$ cat src/rtl/div_pkg.sv
// Shared constants and state encoding for the iterative 32-bit divider.
package div_pkg;
  localparam int DIV_W    = 32;
  localparam int DIV_ITER = 32;
  localparam int CNT_W    = $clog2(DIV_ITER);

  typedef enum logic [1:0] {
    IDLE = 2'd0,
    BUSY = 2'd1,
    DONE = 2'd2
  } div_state_t;
endpackage

$ cat src/rtl/div_step.sv
// One restoring radix-2 step: shift in the next dividend bit, trial-subtract the divisor.
module div_step
  import div_pkg::*;
(
  input  logic [DIV_W-1:0] rem_in,
  input  logic             msb_in,
  input  logic [DIV_W-1:0] divisor,
  output logic [DIV_W-1:0] rem_out,
  output logic             q_bit
);
  logic             borrow;
  logic [DIV_W:0]   trial;

  assign {borrow, trial} = {1'b0, rem_in, msb_in} - {2'b00, divisor};

  // Without a borrow the trial result is below the divisor, so its top bit is 0.
  assign q_bit   = ~borrow & ~trial[DIV_W];
  assign rem_out = q_bit ? trial[DIV_W-1:0] : {rem_in[DIV_W-2:0], msb_in};
endmodule

$ cat src/rtl/div_unit.sv
// Iterative 32-bit signed/unsigned divider: 32 restoring steps on magnitudes, sign fix at the end.
module div_unit
  import div_pkg::*;
(
  input  logic             div_clk,
  input  logic             resetn,
  input  logic             div_in_valid,
  output logic             div_in_ready,
  input  logic             div_signed,
  input  logic [DIV_W-1:0] x,
  input  logic [DIV_W-1:0] y,
  input  logic             div_cancel,
  output logic             div_out_valid,
  input  logic             div_out_ready,
  output logic [DIV_W-1:0] s,
  output logic [DIV_W-1:0] r,
  output div_state_t       dbg_state
);
  div_state_t       state;
  logic [CNT_W-1:0] cnt;
  logic [DIV_W-1:0] quo;
  logic [DIV_W-1:0] rem;
  logic [DIV_W-1:0] dvs;
  logic             x_neg;
  logic             y_neg;
  logic             sgn;
  logic             y_zero;

  logic [DIV_W-1:0] step_rem;
  logic             step_q;
  logic [DIV_W-1:0] q_fin;
  logic [DIV_W-1:0] s_fin;
  logic [DIV_W-1:0] r_fin;

  assign div_in_ready = (state == IDLE);
  assign dbg_state    = state;

  // quo holds the remaining dividend bits and collects quotient bits from the bottom.
  div_step u_step (
    .rem_in  (rem),
    .msb_in  (quo[DIV_W-1]),
    .divisor (dvs),
    .rem_out (step_rem),
    .q_bit   (step_q)
  );

  // A zero divisor leaves rem = |x| after 32 steps, so undoing the dividend sign restores x.
  always_comb begin
    q_fin = {quo[DIV_W-2:0], step_q};
    s_fin = q_fin;
    r_fin = step_rem;
    if (y_zero) begin
      s_fin = '1;
      r_fin = x_neg ? -step_rem : step_rem;
    end else if (sgn) begin
      s_fin = (x_neg ^ y_neg) ? -q_fin : q_fin;
      r_fin = x_neg ? -step_rem : step_rem;
    end
  end

  always_ff @(posedge div_clk or negedge resetn) begin
    if (!resetn) begin
      state         <= IDLE;
      cnt           <= '0;
      quo           <= '0;
      rem           <= '0;
      dvs           <= '0;
      x_neg         <= 1'b0;
      y_neg         <= 1'b0;
      sgn           <= 1'b0;
      y_zero        <= 1'b0;
      div_out_valid <= 1'b0;
      s             <= '0;
      r             <= '0;
    end else if (div_cancel) begin
      state         <= IDLE;
      cnt           <= '0;
      div_out_valid <= 1'b0;
    end else begin
      case (state)
        IDLE: begin
          if (div_in_valid) begin
            quo    <= (div_signed && x[DIV_W-1]) ? -x : x;
            dvs    <= (div_signed && y[DIV_W-1]) ? -y : y;
            x_neg  <= div_signed & x[DIV_W-1];
            y_neg  <= div_signed & y[DIV_W-1];
            sgn    <= div_signed;
            y_zero <= (y == '0);
            rem    <= '0;
            cnt    <= '0;
            state  <= BUSY;
          end
        end
        BUSY: begin
          rem <= step_rem;
          quo <= q_fin;
          cnt <= cnt + 1'b1;
          if (cnt == CNT_W'(DIV_ITER - 1)) begin
            s             <= s_fin;
            r             <= r_fin;
            div_out_valid <= 1'b1;
            state         <= DONE;
          end
        end
        DONE: begin
          if (div_out_ready) begin
            div_out_valid <= 1'b0;
            state         <= IDLE;
          end
        end
        default: state <= IDLE;
      endcase
    end
  end
endmodule
$ cat config.mk
export PLATFORM = sky130hd
export DESIGN_NAME = div_unit
export DESIGN_NICKNAME = d
export VERILOG_FILES = /design/src/rtl/div_pkg.sv /design/src/rtl/div_step.sv /design/src/rtl/div_unit.sv
export SDC_FILE = /design/constraint.sdc
export NUM_CORES = 1
export LEC_CHECK = 0
export ABC_CLOCK_PERIOD_IN_PS = 14500
export BUFFER_PORTS_ARGS = -buffer_cell sky130_fd_sc_hd__buf_2
export CAP_MARGIN = 0
export CORE_UTILIZATION = 45
export CTS_BUF_LIST = sky130_fd_sc_hd__clkbuf_8
export DETAILED_ROUTE_END_ITERATION = 16
export HOLD_SLACK_MARGIN = 0.15
export SETUP_SLACK_MARGIN = 0.5
export SLEW_MARGIN = 15
export SYNTH_ARGS = -nofsm -noshare
export SYNTH_HDL_FRONTEND = slang
export SYNTH_SLANG_ARGS = --single-unit
$ cat constraint.sdc
create_clock -name div_clk -period 14.5 [get_ports div_clk]
set_clock_uncertainty 0.15 [all_clocks]
set_input_delay 2.9 -clock div_clk [delete_from_list [all_inputs] [get_ports div_clk]]
set_output_delay 2.9 -clock div_clk [all_outputs]
set_load 0.01 [all_outputs]
==> impl_metrics.py, run 1 <==
metrics = {
    "run_status": {
        "outcome": "completed",
    },
    "sta": {
        "setup_viol": 0,
        "hold_viol_final": 0,
        "rsz0062_at_grt": "false",
        "post-route-period-util_pct": 40.7,
        "period_minus_slack_ns": 5.90,
        "fmax_ghz": 0.169,
        "tightest_slew_ns": 1.15,
        "finalSetupTns_ns": 0,
        "relSlewSlack_pct": 22.8,
        "slew_violations": 0,
        "hold_ws_ns": 0.329,
    },
    "finish": {
        "antenna_cells": 0,
        "fillers": 2694,
        "area_growth_pct": 9.71,
        "post_route_cells_drive_above_1_share_pct": 13.7,
        "nets": 1733,
    },
    "worst_setup_path": {
        "path_max_fanout": 38,
        "critical_path_class": "reg -> reg",
        "startpoint": "quo[31]$_DFFE_PN0P_",
        "worst_setup_path_end_kind": "flip-flop",
        "r2r_end": "r[30]$_DFFE_PN0P_",
        "r2r_slack_ns": 8.60,
        "crit_path_end": "r[30]$_DFFE_PN0P_",
        "worst-r2r-cell-count": 22,
        "worstPathArrival_ns": 6.09,
        "startpoint_type": "flip-flop",
        "cp.required_ns": 14.69,
        "r2r_start": "quo[31]$_DFFE_PN0P_",
    },
    "detailed_routing": {
        "wirelength_um": 36600,
        "vias": 11400,
        "drt_pass1_iterations": 6,
        "drt-vias-per-instance": 5.77,
        "wl_per_cell_um": 18.5,
        "drtIter0Drc": 1005,
        "ant_nets": 0,
        "drcViolationCount": 0,
    },
    "synth": {
        "yosys-top-cells-count": "nand2_1 (215), o21ai_0 (187), dfrtp_1 (172)",
        "synth_flop_cell": "dfrtp_1",
        "seq_area_frac_synth_pct": 34.7,
        "yosysUniqueCellTypes": 100,
        "synth_warnings": 0,
        "synth_top_area_cell": "dfrtp_1",
        "syn_avg_cell_area_sq_um": 8.05,
        "synth-edff-count": 0,
        "synth_top_area_share_pct": 34.7,
        "syn_nets": 1649,
        "synth-seq-cells": 172,
        "yosysMostFrequentCell": "nand2_1",
        "syn_inst": 1540,
        "synth_area_sq_um": 12400,
        "async_flop_share_pct": 100,
        "synth.top_cells.by_area": "dfrtp_1 (35%), o21ai_0 (7.5%), nand2_1 (6.5%), xor2_1 (6.2%), a21oi_1 (5.2%)",
    },
    "global_routing": {
        "track_usage_pct": 26.2,
        "grt_pass1_wl_um": 58100,
        "antenna_found_initial": 0,
        "grt_pass1_vias": 10400,
        "grt_max_degree": 110,
        "globalRouteOverflowTotal": 0,
    },
    "floorplan": {
        "dieArea_sq_um": 28200,
        "io_pins": 138,
        "chipWidth_um": 168,
        "rows": 60,
        "start_util_pct": 45.9,
        "core_area_sq_um": 27000,
        "die_h_um": 168,
    },
    "power": {
        "p_leak_nw": 5.98,
        "clkPwrFrac_pct": 21.5,
        "power_density_nw_per_um2": 122,
        "ir_drop_v": 0.0000674,
        "swShare_pct": 45.3,
        "p_comb_share_pct": 40.9,
        "p_int_uw": 905,
        "seq_power_share_pct": 37.5,
        "power.switching_uw": 750,
    },
    "job": {
        "drv_cap": 0,
    },
    "clock_network": {
        "clock-root-buffer": "clkbuf_8",
        "cts-hold-fix-buffers": 0,
        "cts_tree": "done",
        "ctsResizeCount": 0,
        "post-cts-setup-buffer-count": 0,
        "numCtsBuffers": 17,
        "clk_pin_slew_ns": 0.12,
        "cts.sinks": 172,
        "clock_path_buffers": 2,
        "clk_latency_ns": 0.49,
        "cts-htree-levels": 4,
    },
    "min_path": {
        "hold_class": "reg -> reg",
    },
    "placement": {
        "dp_hpwl_um": 27800,
        "portBuffers": 137,
        "place.gp.congestion": 0.903,
    },
}
[state kept, by name (all words and copies together) (netlist names)]
name           flops
cnt                5
div_out_valid      1
r                 32
y_zero             1
dvs               32
x_neg              1
sgn                1
quo               32
y_neg              1
dbg_state          2
s                 32
rem               32
[power groups by stage]
| stage | clock, mW | combinational [mW] | sequential, mW |
|---|---|---|---|
| 3_5_place_dp | 0 | 0.664 | 0.627 |
| 3_3_place_gp | 0 | 0.661 | 0.623 |
| 6_report | 0.357 | 0.678 | 0.621 |
| 2_1_floorplan | 0 | 0.497 | 0.595 |
| 4_1_cts | 0.363 | 0.667 | 0.618 |
| 5_1_grt | 0.382 | 0.753 | 0.629 |
[worst max-delay path, stage by stage (launching register included)]
cell	delay (ns)
dfrtp_1	0.43
inv_1	0.08
ha_1	0.21
fa_1	0.40
nand2b_1	0.20
a21oi_1	0.38
o21ai_2	0.19
o211ai_2	0.25
a31oi_4	0.17
xnor2_2	0.16
buf_4	0.30
nor2_4	0.05
inv_2	0.50
nor2_1	0.10
a21oi_1	0.32
ha_1	0.32
nand4_1	0.13
or2_0	0.36
nand4b_1	0.27
a222oi_1	0.37
a31oi_1	0.16
xnor2_1	0.16
o21ai_1	0.07
[worst min path at each step]
stage	slack [ns]	endpoint	startpoint	cells after the start
2_1_floorplan	0.30	dvs[10]$_DFFE_PN0P_	dvs[10]$_DFFE_PN0P_	2
3_3_place_gp	0.30	s[15]$_DFFE_PN0P_	s[15]$_DFFE_PN0P_	2
3_5_place_dp	0.31	s[15]$_DFFE_PN0P_	s[15]$_DFFE_PN0P_	2
4_1_cts	0.33	s[15]$_DFFE_PN0P_	s[15]$_DFFE_PN0P_	2
6_report	0.33	s[15]$_DFFE_PN0P_	s[15]$_DFFE_PN0P_	2
5_1_grt	0.35	dvs[17]$_DFFE_PN0P_	dvs[17]$_DFFE_PN0P_	2
[layer usage]
layer | up-vias | track usage, % | part of all wire, % | wire, um
li1 | 5647 | - | - | -
met1 | 5291 | 43.5 | 54 | 19600
met2 | 434 | 34.2 | 38 | 13800
met3 | 36 | 4.21 | 7.5 | 2750
met4 | 0 | 5.82 | 1.3 | 491
met5 | - | 0 | 0 | 0
[cell usage in the layout (no fill, tap or decap), types with 7 or more instances in the layout]
master    instances
or4_1             8
dfrtp_1         172
nand4_1          12
nor4_1           16
o21a_1            9
ha_1             38
o211ai_1         15
nor2_1          141
clkbuf_8         17
o41ai_1          18
nor2b_1           7
a31oi_1          15
o21ai_0         187
xor2_1           88
nand2b_1          9
inv_1            57
nand2_1         214
buf_2           136
a211oi_1          8
mux2i_1          22
o21ai_1           9
o31ai_1          18
nor3_1           38
xnor2_1          47
nand3_1          23
or3_1            24
buf_4            14
a21oi_1         128
[metrics by stage]
stage / worst slack [ns] / utilization [%] / power [mW] / cell area [sq um] / instances
floorplan: 9.21 / - / 1.09 / 12400 / 1540
global placement: 8.73 / 48.9 / 1.28 / 13200 / 1946
detailed placement: 8.65 / 48.9 / 1.29 / 13200 / 1946
CTS: 8.70 / 50.4 / 1.65 / 13600 / 1978
global route: 8.05 / 50.4 / 1.76 / 13600 / 1978
finish: 8.60 / 50.4 / 1.66 / 13600 / 1978
[cell families (layout without fill, tap and decap cells)]
logic type	count (synthesis)	count (layout)	synth area share (%)
adders and majority gates	39	39	3.99
and+or+nand+nor	543	543	20.2
buffers and inverters	144	241	5.31
muxes	28	28	2.32
AOI/OAI and AO/OA	477	477	23.5
xor gates and xnor gates	137	137	9.89
DFF	172	172	34.7
[area by class of cell]
type | count | area [sq um] | share of cell area (%)
clock buffer | 17 | 234 | 1.72
sequential | 172 | 4300 | 31.6
clock inverter | 15 | 171 | 1.26
tap | 341 | 427 | 3.14
timing repair buffer | 151 | 797 | 5.86
inverter | 58 | 218 | 1.60
multi-input combinational | 1224 | 7460 | 54.8
No activity file was read; power rests on OpenSTA's default activity.
==> inputs of run 2 (changes only) <==
--- a/config.mk
+++ b/config.mk
@@ -5,7 +5,8 @@
 export SDC_FILE = /design/constraint.sdc
 export NUM_CORES = 1
 export LEC_CHECK = 0
-export ABC_CLOCK_PERIOD_IN_PS = 14500
+export ABC_AREA = 1
+export ABC_CLOCK_PERIOD_IN_PS = 6050
 export BUFFER_PORTS_ARGS = -buffer_cell sky130_fd_sc_hd__buf_2
 export CAP_MARGIN = 0
 export CORE_UTILIZATION = 45
==> constraint.sdc (replaced) <==
create_clock -name div_clk -period 6.05 [get_ports div_clk]
set_clock_uncertainty 0.15 [all_clocks]
set_input_delay 1.21 -clock div_clk [delete_from_list [all_inputs] [get_ports div_clk]]
set_output_delay 1.21 -clock div_clk [all_outputs]
set_load 0.01 [all_outputs]
==> impl_metrics.py, run 2 <==
metrics = {
    "worst_setup_path": {
        "startpoint_type": "flip-flop",
        "path_common_cell": "nand2_1",
        "critical_path_class": "reg -> reg",
        "critPathBufInv": 1,
        "crit_family": "simple AND/OR/NAND/NOR gates",
        "worst-r2r-cell-count": 25,
        "cpMaxStageDelayCell": "nor4_1",
        "path_depth": 25,
        "worstPathArrival_ns": 5.03,
        "path_max_fanout": 12,
        "cp.required_ns": 6.26,
        "critPathMaxStageDelay_ns": 0.47,
        "worst_setup_path_end_kind": "flip-flop",
    },
    "floorplan": {
        "chipWidth_um": 169,
        "die_h_um": 169,
        "io_pins": 138,
        "rows": 60,
        "dieArea_sq_um": 28500,
        "start_util_pct": 46.2,
        "core_area_sq_um": 27100,
    },
    "synth": {
        "syn_inst": 1844,
        "syn_nets": 1953,
        "yosys-top-cells-count": "nand2_1 (519), inv_1 (226), dfrtp_1 (172)",
        "async_flop_share_pct": 100,
        "synth_warnings": 0,
        "synth_flop_cell": "dfrtp_1",
        "syn_avg_cell_area_sq_um": 6.79,
        "synth_area_sq_um": 12500,
        "synth_top_area_cell": "dfrtp_1",
        "yosysMostFrequentCell": "nand2_1",
        "synth.top_cells.by_area": "dfrtp_1 (34%), nand2_1 (16%), inv_1 (6.8%), o21ai_0 (6.5%), nor2_1 (5.1%)",
        "synth-edff-count": 0,
        "yosysUniqueCellTypes": 54,
        "seq_area_frac_synth_pct": 34.4,
        "synth-seq-cells": 172,
        "synth_top_area_share_pct": 34.4,
    },
    "sta": {
        "rsz0062_at_grt": "false",
        "setup_slack_ns": 1.24,
        "hold_viol_final": 0,
        "relSlewSlack_pct": 24.9,
        "fmax_ghz": 0.208,
        "tightest_slew_ns": 1.12,
        "slew_violations": 0,
        "hold_ws_ns": 0.336,
        "period_minus_slack_ns": 4.81,
        "post-route-period-util_pct": 79.5,
        "setup_viol": 0,
        "finalSetupTns_ns": 0,
    },
    "finish": {
        "final_common_cell": "nand2_1",
        "nets": 2064,
        "most-common-layout-cells": "nand2_1 (519), inv_1 (226), dfrtp_1 (172)",
        "antenna_cells": 0,
        "fillers": 2897,
        "post_route_cells_drive_above_1_share_pct": 12.0,
        "area_growth_pct": 11.6,
        "finalInstanceArea_sq_um": 14000,
    },
    "detailed_routing": {
        "wirelength_um": 40800,
        "vias": 12400,
        "ant_nets": 0,
        "drtIter0Drc": 979,
        "wl_per_cell_um": 17.5,
        "drcViolationCount": 0,
        "drt-vias-per-instance": 5.31,
        "drt_pass1_iterations": 7,
    },
    "clock_network": {
        "ctsResizeCount": 0,
        "cts-hold-fix-buffers": 0,
        "cts.sinks": 172,
        "cts_tree": "done",
        "clock_path_buffers": 2,
        "clock-root-buffer": "clkbuf_8",
        "numCtsBuffers": 17,
        "clk_pin_slew_ns": 0.12,
        "post-cts-setup-buffer-count": 0,
        "clk_latency_ns": 0.49,
        "cts-htree-levels": 4,
    },
    "global_routing": {
        "globalRouteOverflowTotal": 0,
        "track_usage_pct": 29.6,
        "antenna_found_initial": 0,
        "grt_max_degree": 84,
        "grt_pass1_wl_um": 65500,
        "grt_pass1_vias": 11900,
    },
    "power": {
        "p_leak_nw": 7.42,
        "power_density_nw_per_um2": 239,
        "ir_drop_v": 0.000162,
    },
    "placement": {
        "dp_hpwl_um": 32400,
        "place.gp.congestion": 0.908,
        "portBuffers": 137,
        "place_ws_ns": 1.37,
        "placed_area_sq_um": 13500,
    },
    "min_path": {
        "hold_class": "reg -> reg",
        "hold_path_depth": 2,
    },
    "job": {
        "drv_cap": 0,
    },
    "run_status": {
        "outcome": "completed",
    },
}
-- run 2: cell type report --
type / count / area (sq um) / area share [%]
multi-input cells: 1381 / 7100 / 50.8
clock buffers: 17 / 234 / 1.67
clock inverters: 15 / 208 / 1.49
inverters: 234 / 878 / 6.28
repair buffers: 149 / 782 / 5.60
flip-flops and latches: 172 / 4300 / 30.8
well taps: 372 / 465 / 3.33
-- run 2: power by group --
group	switching, mW	internal (mW)	total [mW]
Clock	0.560	0.330	0.891
Combinational	0.738	0.336	1.07
Sequential	0.111	1.27	1.38
Total	1.41	1.93	3.34
-- run 2: stage by stage --
step                      util (%)  cells  total power, mW
after floorplan                  -   1844             2.09
after global placement        49.9   2308             2.47
after detailed placement      49.9   2308             2.47
after CTS                     51.6   2340             3.36
after global routing          51.6   2340             3.56
final                         51.6   2340             3.34
-- run 2: final timing paths --
kind / from / end / slack, ns
max: dvs[0]$_DFFE_PN0P_ / s[30]$_DFFE_PN0P_ / 1.24
min in group asynchronous: resetn / dvs[27]$_DFFE_PN0P_ / 0.58
max reg2reg: dvs[0]$_DFFE_PN0P_ / s[30]$_DFFE_PN0P_ / 1.24
min reg2reg: r[26]$_DFFE_PN0P_ / r[26]$_DFFE_PN0P_ / 0.34
max in group asynchronous: resetn / dvs[0]$_DFFE_PN0P_ / 3.95
min: r[26]$_DFFE_PN0P_ / r[26]$_DFFE_PN0P_ / 0.34
-- run 2: kinds of logic after synthesis --
family,count (synthesis),share of synthesized area [%]
XOR/XNOR,80,5.59
buffers and inverters,291,9.10
flip-flops,172,34.4
adder cells (fa/ha/maj),39,3.96
AO/OA/AOI/OAI,351,16.0
AND/OR/NAND/NOR,911,31.0
-- run 2: tightest hold or removal path: cells and delay by family (launching register included) --
| family | cells | cell delay [ns] |
|---|---|---|
| flip-flops | 1 | 0.36 |
| AND/OR/NAND/NOR | 2 | 0.10 |
-- run 2: per-layer routing --
metal	part of all wire, %	vias to the layer above	global-route usage (%)
met3	4.6	59	3.46
met4	2.3	0	9.05
met2	45	372	47.1
met5	0	-	0
met1	48	5726	42.1
li1	-	6276	-
==> inputs of run 3 (changes only) <==
--- a/config.mk
+++ b/config.mk
@@ -6,7 +6,7 @@
 export NUM_CORES = 1
 export LEC_CHECK = 0
 export ABC_AREA = 1
-export ABC_CLOCK_PERIOD_IN_PS = 6050
+export ABC_CLOCK_PERIOD_IN_PS = 5000
 export BUFFER_PORTS_ARGS = -buffer_cell sky130_fd_sc_hd__buf_2
 export CAP_MARGIN = 0
 export CORE_UTILIZATION = 45
==> constraint.sdc (replaced) <==
create_clock -name div_clk -period 5 [get_ports div_clk]
set_clock_uncertainty 0.15 [all_clocks]
set_input_delay 1 -clock div_clk [delete_from_list [all_inputs] [get_ports div_clk]]
set_output_delay 1 -clock div_clk [all_outputs]
set_load 0.01 [all_outputs]
==> impl_metrics.py, run 3 (same netlist as run 2, synthesis figures left out) <==
metrics = {
    "power": {
        "power_density_nw_per_um2": 288,
        "ir_drop_v": 0.000163,
        "seq_power_share_pct": 41.2,
        "clkPwrFrac_pct": 25.4,
        "power.switching_mw": 1.72,
        "p_int_mw": 2.33,
        "p_leak_nw": 7.48,
        "swShare_pct": 42.4,
        "p_comb_share_pct": 33.4,
    },
    "floorplan": {
        "chipWidth_um": 169,
        "io_pins": 138,
        "dieArea_sq_um": 28500,
        "core_area_sq_um": 27100,
        "die_h_um": 169,
        "rows": 60,
        "start_util_pct": 46.2,
    },
    "global_routing": {
        "grt_pass1_wl_um": 66500,
        "grt_max_degree": 84,
        "globalRouteOverflowTotal": 0,
        "antenna_found_initial": 0,
        "track_usage_pct": 30.2,
        "grt_pass1_vias": 11900,
    },
    "sta": {
        "finalSetupTns_ns": 0,
        "post-route-period-util_pct": 84.5,
        "period_minus_slack_ns": 4.22,
        "fmax_ghz": 0.237,
        "hold_viol_final": 0,
        "rsz0062_at_grt": "false",
        "hold_ws_ns": 0.337,
        "slew_violations": 0,
        "relSlewSlack_pct": 41.0,
        "setup_viol": 0,
        "tightest_slew_ns": 0.885,
    },
    "detailed_routing": {
        "wl_per_cell_um": 17.8,
        "ant_nets": 0,
        "drt-vias-per-instance": 5.40,
        "drtIter0Drc": 1148,
        "vias": 12700,
        "wirelength_um": 41900,
        "drt_pass1_iterations": 8,
        "drcViolationCount": 0,
    },
    "worst_setup_path": {
        "path_max_fanout": 12,
        "r2r_end": "s[30]$_DFFE_PN0P_",
        "crit_path_end": "s[30]$_DFFE_PN0P_",
        "worstPathArrival_ns": 4.43,
        "startpoint_type": "flip-flop",
        "cp.required_ns": 5.21,
        "worst_setup_path_end_kind": "flip-flop",
        "r2r_start": "rem[5]$_DFFE_PN0P_",
        "worst-r2r-cell-count": 24,
        "critical_path_class": "reg -> reg",
        "startpoint": "rem[5]$_DFFE_PN0P_",
        "r2r_slack_ns": 0.78,
    },
    "clock_network": {
        "clock-root-buffer": "clkbuf_8",
        "clock_path_buffers": 2,
        "cts-hold-fix-buffers": 0,
        "numCtsBuffers": 17,
        "cts-htree-levels": 4,
        "cts_tree": "done",
        "clk_latency_ns": 0.48,
        "clk_pin_slew_ns": 0.12,
        "cts.sinks": 172,
    },
    "finish": {
        "nets": 2073,
        "area_growth_pct": 12.3,
        "fillers": 2815,
        "most-common-layout-cells": "nand2_1 (516), inv_1 (225), dfrtp_1 (172)",
        "post_route_cells_drive_above_1_share_pct": 13.1,
        "antenna_cells": 0,
        "final_common_cell": "nand2_1",
    },
    "placement": {
        "portBuffers": 137,
        "place.gp.congestion": 0.955,
        "dp_hpwl_um": 32800,
    },
    "min_path": {
        "hold_class": "reg -> reg",
    },
    "run_status": {
        "outcome": "completed",
    },
    "job": {
        "drv_cap": 0,
    },
}
-- run 3: through the flow --
step	setup slack [ns]	power (mW)	std cells	util, %	instance area (sq um)
after global placement	0.514	3.01	2314	50.1	13600
after detailed placement	0.409	3.02	2314	50.1	13600
final	0.777	4.05	2349	51.9	14100
after floorplan	0.793	2.53	1844	-	12500
after CTS	0.521	4.06	2346	51.6	14000
after global routing	0.456	4.31	2349	51.9	14100
-- run 3: how the worst min path moves through the flow --
stage | startpoint | endpoint | slack [ns] | depth (start not counted)
finish | r[21]$_DFFE_PN0P_ | r[21]$_DFFE_PN0P_ | 0.34 | 2
global placement | r[29]$_DFFE_PN0P_ | r[29]$_DFFE_PN0P_ | 0.31 | 2
global route | r[29]$_DFFE_PN0P_ | r[29]$_DFFE_PN0P_ | 0.36 | 2
floorplan | dvs[10]$_DFFE_PN0P_ | dvs[10]$_DFFE_PN0P_ | 0.30 | 2
CTS | r[22]$_DFFE_PN0P_ | r[22]$_DFFE_PN0P_ | 0.34 | 2
detailed placement | r[22]$_DFFE_PN0P_ | r[22]$_DFFE_PN0P_ | 0.31 | 2
-- run 3: repair_timing --
item	CTS	global route
pin swaps	0	6
hold endpoints to repair	0	0
gates cloned	0	0
resized for setup	2	18
endpoints found under the setup margin	9	27
setup buffers	0	3
-- run 3: critical path: stages, from the launching register on --
cell and delay, ns:
dfrtp_1 0.47, ha_2 0.41, nand2_1 0.10, nor2_1 0.18, nand3_1 0.12, nand2_2 0.11
nand2_1 0.07, nand2_2 0.09, nand2_1 0.09, nand2_2 0.09, nand2_4 0.11, nand3_4 0.11
ha_4 0.15, nand3_2 0.11, nor3_4 0.29, nand4_1 0.20, nor3_2 0.14, nand3_1 0.11
nor4_1 0.24, buf_4 0.16, nand3_1 0.09, nand2_1 0.09, o21ai_0 0.10, xor2_1 0.16
o22a_1 0.16
-- run 3: cell type report --
cell class,instances,area (sq um),area share (%)
inverters,234,881,6.26
repair buffers,158,857,6.09
multi-input cells,1381,7160,50.9
clock inverters,15,165,1.17
clock buffers,17,234,1.66
flip-flops and latches,172,4300,30.6
well taps,372,465,3.31
-- run 3: power groups by stage --
stage / Sequential, mW / Clock, mW / Combinational [mW]
after global placement: 1.69 / 0 / 1.33
after global routing: 1.69 / 1.10 / 1.52
after floorplan: 1.65 / 0 / 0.875
after detailed placement: 1.69 / 0 / 1.33
after CTS: 1.66 / 1.06 / 1.33
final: 1.67 / 1.03 / 1.35
-- run 3: metal layers --
metal	up-vias	part of all wire [%]	GRT usage [%]
li1	6276	-	-
met1	5957	47	43.2
met2	413	46	49.1
met3	48	4.8	2.78
met4	0	2.0	7.23
met5	-	0	0
